$ cat src/rtl/instr_mem_responder_if.sv
// Fetch/program bus between cpuController and the instruction memory responder.
// The master drives PC and the load port; the slave returns IR and status.
interface instr_mem_responder_if;
    logic [15:0] PC;
    logic [15:0] IR;
    logic        IR_valid;
    logic        fault;
    logic        busy;
    logic        ld_mode;
    logic        ld_we;
    logic [15:0] ld_addr;
    logic [15:0] ld_data;

    modport master (
        output PC, ld_mode, ld_we, ld_addr, ld_data,
        input  IR, IR_valid, fault, busy
    );

    modport slave (
        input  PC, ld_mode, ld_we, ld_addr, ld_data,
        output IR, IR_valid, fault, busy
    );
endinterface

$ cat src/rtl/instr_mem_responder.sv
// Instruction-side responder: returns mem[PC] a fixed RD_LAT edges after the PC
// is accepted, with a program port that suspends fetching while active.
module instr_mem_responder #(
    parameter int          ADDR_W   = 8,
    parameter int          RD_LAT   = 1,
    parameter logic [15:0] NOP_WORD = 16'h0000
) (
    input logic                  clk,
    input logic                  reset,
    instr_mem_responder_if.slave bus
);
    localparam int         DEPTH    = 2 ** ADDR_W;
    localparam logic [2:0] LAT_LOAD = 3'(RD_LAT);

    typedef enum logic [1:0] {
        S_IDLE  = 2'd0,
        S_WAIT  = 2'd1,
        S_VALID = 2'd2,
        S_LOAD  = 2'd3
    } state_t;

    state_t      state_r;
    logic [15:0] pc_q_r;
    logic [2:0]  lat_cnt_r;
    logic [15:0] ir_r;
    logic        ir_valid_r;
    logic        fault_r;
    logic        busy_r;
    logic [15:0] mem [DEPTH];

    logic        pc_changed_s;
    logic        pc_in_range_s;
    logic [15:0] rd_word_s;

    // The full 16-bit address is compared, so upper bits never alias into the store.
    function automatic logic in_range(input logic [15:0] addr);
        in_range = ({16'd0, addr} < (32'd1 << ADDR_W));
    endfunction

    // Read-side decode for the latched fetch address.
    always_comb begin
        pc_changed_s  = (bus.PC != pc_q_r);
        pc_in_range_s = in_range(pc_q_r);
        if (pc_in_range_s) begin
            rd_word_s = mem[pc_q_r[ADDR_W-1:0]];
        end else begin
            rd_word_s = NOP_WORD;
        end
    end

    // Instruction store: written only from LOAD, contents survive reset.
    always_ff @(posedge clk) begin
        if ((state_r == S_LOAD) && bus.ld_we && in_range(bus.ld_addr)) begin
            mem[bus.ld_addr[ADDR_W-1:0]] <= bus.ld_data;
        end
    end

    // Fetch/load sequencer with registered IR, IR_valid, fault and busy.
    always_ff @(posedge clk or posedge reset) begin
        if (reset) begin
            state_r    <= S_IDLE;
            pc_q_r     <= 16'd0;
            lat_cnt_r  <= 3'd0;
            ir_r       <= 16'd0;
            ir_valid_r <= 1'b0;
            fault_r    <= 1'b0;
            busy_r     <= 1'b0;
        end else if (bus.ld_mode) begin
            // Program mode wins over any fetch activity, including a PC change.
            state_r    <= S_LOAD;
            ir_valid_r <= 1'b0;
            busy_r     <= 1'b1;
        end else begin
            case (state_r)
                S_IDLE: begin
                    pc_q_r    <= bus.PC;
                    lat_cnt_r <= LAT_LOAD;
                    state_r   <= S_WAIT;
                    busy_r    <= 1'b1;
                end
                S_WAIT: begin
                    if (pc_changed_s) begin
                        pc_q_r    <= bus.PC;
                        lat_cnt_r <= LAT_LOAD;
                    end else if (lat_cnt_r <= 3'd1) begin
                        lat_cnt_r  <= 3'd0;
                        ir_r       <= rd_word_s;
                        fault_r    <= ~pc_in_range_s;
                        ir_valid_r <= 1'b1;
                        state_r    <= S_VALID;
                        busy_r     <= 1'b0;
                    end else begin
                        lat_cnt_r <= lat_cnt_r - 3'd1;
                    end
                end
                S_VALID: begin
                    if (pc_changed_s) begin
                        pc_q_r     <= bus.PC;
                        lat_cnt_r  <= LAT_LOAD;
                        ir_valid_r <= 1'b0;
                        state_r    <= S_WAIT;
                        busy_r     <= 1'b1;
                    end else begin
                        state_r <= S_VALID;
                    end
                end
                S_LOAD: begin
                    // Leaving LOAD goes through IDLE so the current PC is refetched.
                    state_r <= S_IDLE;
                    busy_r  <= 1'b0;
                end
                default: begin
                    state_r    <= S_IDLE;
                    ir_valid_r <= 1'b0;
                    busy_r     <= 1'b0;
                end
            endcase
        end
    end

    assign bus.IR       = ir_r;
    assign bus.IR_valid = ir_valid_r;
    assign bus.fault    = fault_r;
    assign bus.busy     = busy_r;
endmodule

$ cat src/flat_wrapper.sv
// flat-port wrapper written by rule: the top's interface ports become plain ports
module instr_mem_responder_flat 
#(
    parameter int          ADDR_W   = 8,
    parameter int          RD_LAT   = 1,
    parameter logic [15:0] NOP_WORD = 16'h0000
)
  (clk, reset, bus_PC, bus_ld_mode, bus_ld_we, bus_ld_addr, bus_ld_data, bus_IR, bus_IR_valid, bus_fault, bus_busy);
  instr_mem_responder_if bus_i ();
  input logic clk;
  input logic reset;
  input wire logic [$bits(bus_i.PC)-1:0] bus_PC;
  input wire logic [$bits(bus_i.ld_mode)-1:0] bus_ld_mode;
  input wire logic [$bits(bus_i.ld_we)-1:0] bus_ld_we;
  input wire logic [$bits(bus_i.ld_addr)-1:0] bus_ld_addr;
  input wire logic [$bits(bus_i.ld_data)-1:0] bus_ld_data;
  output wire logic [$bits(bus_i.IR)-1:0] bus_IR;
  output wire logic [$bits(bus_i.IR_valid)-1:0] bus_IR_valid;
  output wire logic [$bits(bus_i.fault)-1:0] bus_fault;
  output wire logic [$bits(bus_i.busy)-1:0] bus_busy;
  assign bus_i.PC = bus_PC;
  assign bus_i.ld_mode = bus_ld_mode;
  assign bus_i.ld_we = bus_ld_we;
  assign bus_i.ld_addr = bus_ld_addr;
  assign bus_i.ld_data = bus_ld_data;
  assign bus_IR = bus_i.IR;
  assign bus_IR_valid = bus_i.IR_valid;
  assign bus_fault = bus_i.fault;
  assign bus_busy = bus_i.busy;
  instr_mem_responder #(.ADDR_W(ADDR_W), .RD_LAT(RD_LAT), .NOP_WORD(NOP_WORD)) u_core (.clk(clk), .reset(reset), .bus(bus_i));
endmodule
$ cat config.mk
export PLATFORM = sky130hd
export DESIGN_NAME = instr_mem_responder_flat
export DESIGN_NICKNAME = d
export VERILOG_FILES = /design/src/rtl/instr_mem_responder_if.sv /design/src/rtl/instr_mem_responder.sv /design/src/flat_wrapper.sv
export SDC_FILE = /design/constraint.sdc
export NUM_CORES = 2
export LEC_CHECK = 0
export ABC_CLOCK_PERIOD_IN_PS = 3200
export BUFFER_PORTS_ARGS = -buffer_cell sky130_fd_sc_hd__buf_2
export CORE_MARGIN = 2
export CORE_UTILIZATION = 63
export DETAILED_ROUTE_END_ITERATION = 10
export PLACE_DENSITY_LB_ADDON = 0.12
export SLEW_MARGIN = 20
export SYNTH_ARGS = -nofsm -noshare
export SYNTH_HDL_FRONTEND = slang
export SYNTH_SLANG_ARGS = --single-unit
$ cat constraint.sdc
create_clock -name clk -period 3.2 [get_ports clk]
set_input_delay 0 -clock clk [delete_from_list [all_inputs] [get_ports clk]]
set_output_delay 0 -clock clk [all_outputs]
set_load 0.05 [all_outputs]
==> metrics <==
CP max stage cell dfrtp_4; Post-synth EDFFs 4096; Die W 508 um; WP data required 4.07 ns; post-synthesis async set-or-reset flop share 0.00967; Clk Latency, worst-skew pair 1.00 ns; Yosys cell types 57; critical path endpoint category register; violated checks setup timing; CP peak stage delay 0.55 ns; TritonCTS clock tree yes; initial antenna violation count 17; Layout area overhead 16.9%; Seq cells post-synth slightly above 4000; port bufs 70; Post-Syn Nets around 7400; leak pwr 0.0613 uW; # Max-Cap Violations 0; Least-Margin Pin Slew between 1 and 1.5 ns; num rows 184; first-pass GRT wire length a little under 600000 um; die height 508 um; Non-Filler Instances roughly 12000; post-synth top area share 0.769; clock buffer depth 4; register area share after synthesis 0.775; unrepaired setup endpoints after global routing true; share of layout cells above drive strength 1 0.301; max_slew headroom 0.196; ANT nets after route 0; DR pass1 iterations 6; Seq. cell area between 100000 and 150000 sq um; IO Count 71; HP Class in2reg; Critical Path Fanout Max 8; crit share post-route 1.02; largest net degree at the start of global routing 131; WL/cell roughly 35 um; clk sinks 4136; Num CTS Buffers 414; CTS Root Cell clkbuf_16; routed wire length 416000 um; crit-path cells buf_12, buf_12, buf_16, mux4_2, mux4_2, a22oi_2, buf_4, nand2_4, nor3_4, nor4_2, a211o_1; Clock transition at path regs approximately 0.07 ns; via count between 80000 and 90000; arrival time worst endpoint 4.13 ns; Avg Cell Area, Syn approximately 22 sq um; Top FF cell, synth edfxtp_1; Die ar. 258000 sq um; top cells by area, synth edfxtp_1 77%, mux4_2 12%, mux2i_1 3.4%; Worst Setup Start Kind register; post-DP HPWL between 200000 and 250000 um; final number of setup-violating endpoints 10; leading area contributor after synthesis edfxtp_1; Final Hold Vio Count 0; H-tree levels 5; Setup WS post-layout -0.0575 ns; core area 252000 sq um; Worst VDD drop 0.659 mV; yosys warns 0; Max Slew Vio Count 0; grt ovf 0; R2R setup slack -0.06 ns; Synth top cells by count 4096 x edfxtp_1, 884 x mux4_2, 540 x mux2i_1, 333 x nor2_1, 211 x o221ai_1; Cell Area, Synth 160000 sq um; Pwr Density roughly 760 nW/um^2; cell count after synthesis 7374; via-per-instance ratio 6.84; Final Skew 0.0461 ns; vias in the first global route roughly 80000; CP Class reg2reg; fmax 307 MHz; min cycle time layout 3.26 ns; dpl cells 11200; routability cong. roughly 0.9; Initial DRC Count 12300; fin nets about 8500; outcome finished with violations; Initial Util 0.635; multi-input logic area 34400 sq um; Residual DRC 0; Total Power 143000 uW; count leader, synth edfxtp_1; FILL cells 13600; global-route usage over all layers 0.323
## metal layers
layer  global-route usage  share of wire  up-vias  wire length [um]
li1                     -              -    33300                 -
met4                0.139          0.046        4             19200
met3               0.0627           0.10      818             42100
met2                0.509           0.49     5041            203000
met5                    0       0.000062        -                26
met1                0.451           0.37    43400            153000
## critical path: cells and delay by family (launching register included)
family	cells	cell delay (ns)
AO/OA/AOI/OAI	2	0.43
buffers and inverters	4	0.63
AND/OR/NAND/NOR	3	0.44
flip-flops	1	0.55
multiplexers	2	1.05
## area by class of cell
type | instances | share of cell area
Antenna cell | 7 | 0.0000937
Multi-Input combinational cell | 2802 | 0.184
Timing Repair Buffer | 1046 | 0.0613
Clock buffer | 499 | 0.0580
Sequential cell | 4136 | 0.663
Clock inverter | 216 | 0.0109
Tap cell | 3348 | 0.0224
Inverter | 8 | 0.000201
## where the power goes
group          switching (uW)  total (uW)  internal (uW)  leakage (uW)
Sequential                203       59800          59600        0.0373
Combinational           19900       36400          16500        0.0177
Clock                   19700       46700          27000       0.00633
Total                   39800      143000         103000        0.0613
## metrics by stage
stage / util / hold WS, ns / cell area [sq um] / worst slack (ns) / TNS [ns]
global route: 0.743 / 0.0583 / 187000 / -0.107 / -0.855
finish: 0.743 / 0.0449 / 187000 / -0.0575 / -0.151
detailed placement: 0.679 / 0.0356 / 171000 / -0.434 / -2.73
CTS: 0.738 / 0.00459 / 186000 / -0.0207 / -0.0594
floorplan: - / 0.0631 / 160000 / 0.431 / 0
global placement: 0.679 / 0.0183 / 171000 / -0.390 / -2.44
## cells by family (layout without fill, tap and decap cells)
group | after synthesis | count (layout) | synth area share
other cells | 0 | 7 | 0
compound gates | 705 | 705 | 0.0313
simple gates | 637 | 637 | 0.0169
xor+xnor | 16 | 16 | 0.000876
buf+inv | 436 | 1769 | 0.0161
flops | 4136 | 4136 | 0.775
fa+ha+maj | 6 | 6 | 0.000469
mux | 1438 | 1438 | 0.159
## cell usage in the layout (no fill, tap or decap), drive strengths merged, types with 36 or more instances in the layout
cell         instances
clkbuf             510
a211oi              36
mux4               884
o21ai              101
bufinv              37
buf                970
o22ai              124
dfrtp               40
nor3                36
mux2i              540
dlygate4sd3         60
o221ai             211
nand2              159
clkinv             159
nor2               333
a21oi               87
edfxtp            4096
## flip-flops by register name, summed over array words and instances, names as in the netlist
name	flops
u_core.bus.busy	1
u_core.bus.fault	1
u_core.bus.IR	16
u_core.bus.IR_valid	1
u_core.pc_q_r	16
u_core.lat_cnt_r	3
u_core.mem	4096
u_core.state_r	2
## repair_timing
| item | in CTS | in global routing |
|---|---|---|
| resized for setup | 152 | 133 |
| hold buffers | 60 | 0 |
| endpoints found under the setup margin | 15 | 46 |
| buffers inserted | 38 | 38 |
| endpoints found under the hold margin | 4468 | 0 |
| pin swaps | 16 | 39 |
| cloned | 10 | 8 |
## worst paths after layout
path,startpoint,end,depth (start not counted)
hold reg to reg,u_core.lat_cnt_r[1]$_DFFE_PP0P_,u_core.lat_cnt_r[1]$_DFFE_PP0P_,2
max in group asynchronous,reset,u_core.pc_q_r[4]$_DFFE_PP0P_,5
setup reg to reg,u_core.pc_q_r[0]$_DFFE_PP0P_,u_core.bus.IR[10]$_DFFE_PP0P_,11
setup / recovery,u_core.pc_q_r[0]$_DFFE_PP0P_,u_core.bus.IR[10]$_DFFE_PP0P_,11
min in group asynchronous,reset,u_core.bus.IR_valid$_DFFE_PP0P_,4
hold / removal,bus_ld_addr[6],u_core.mem[33][1]$_DFFE_PP_,6
Note: power is estimated with default switching activity, not from simulation.
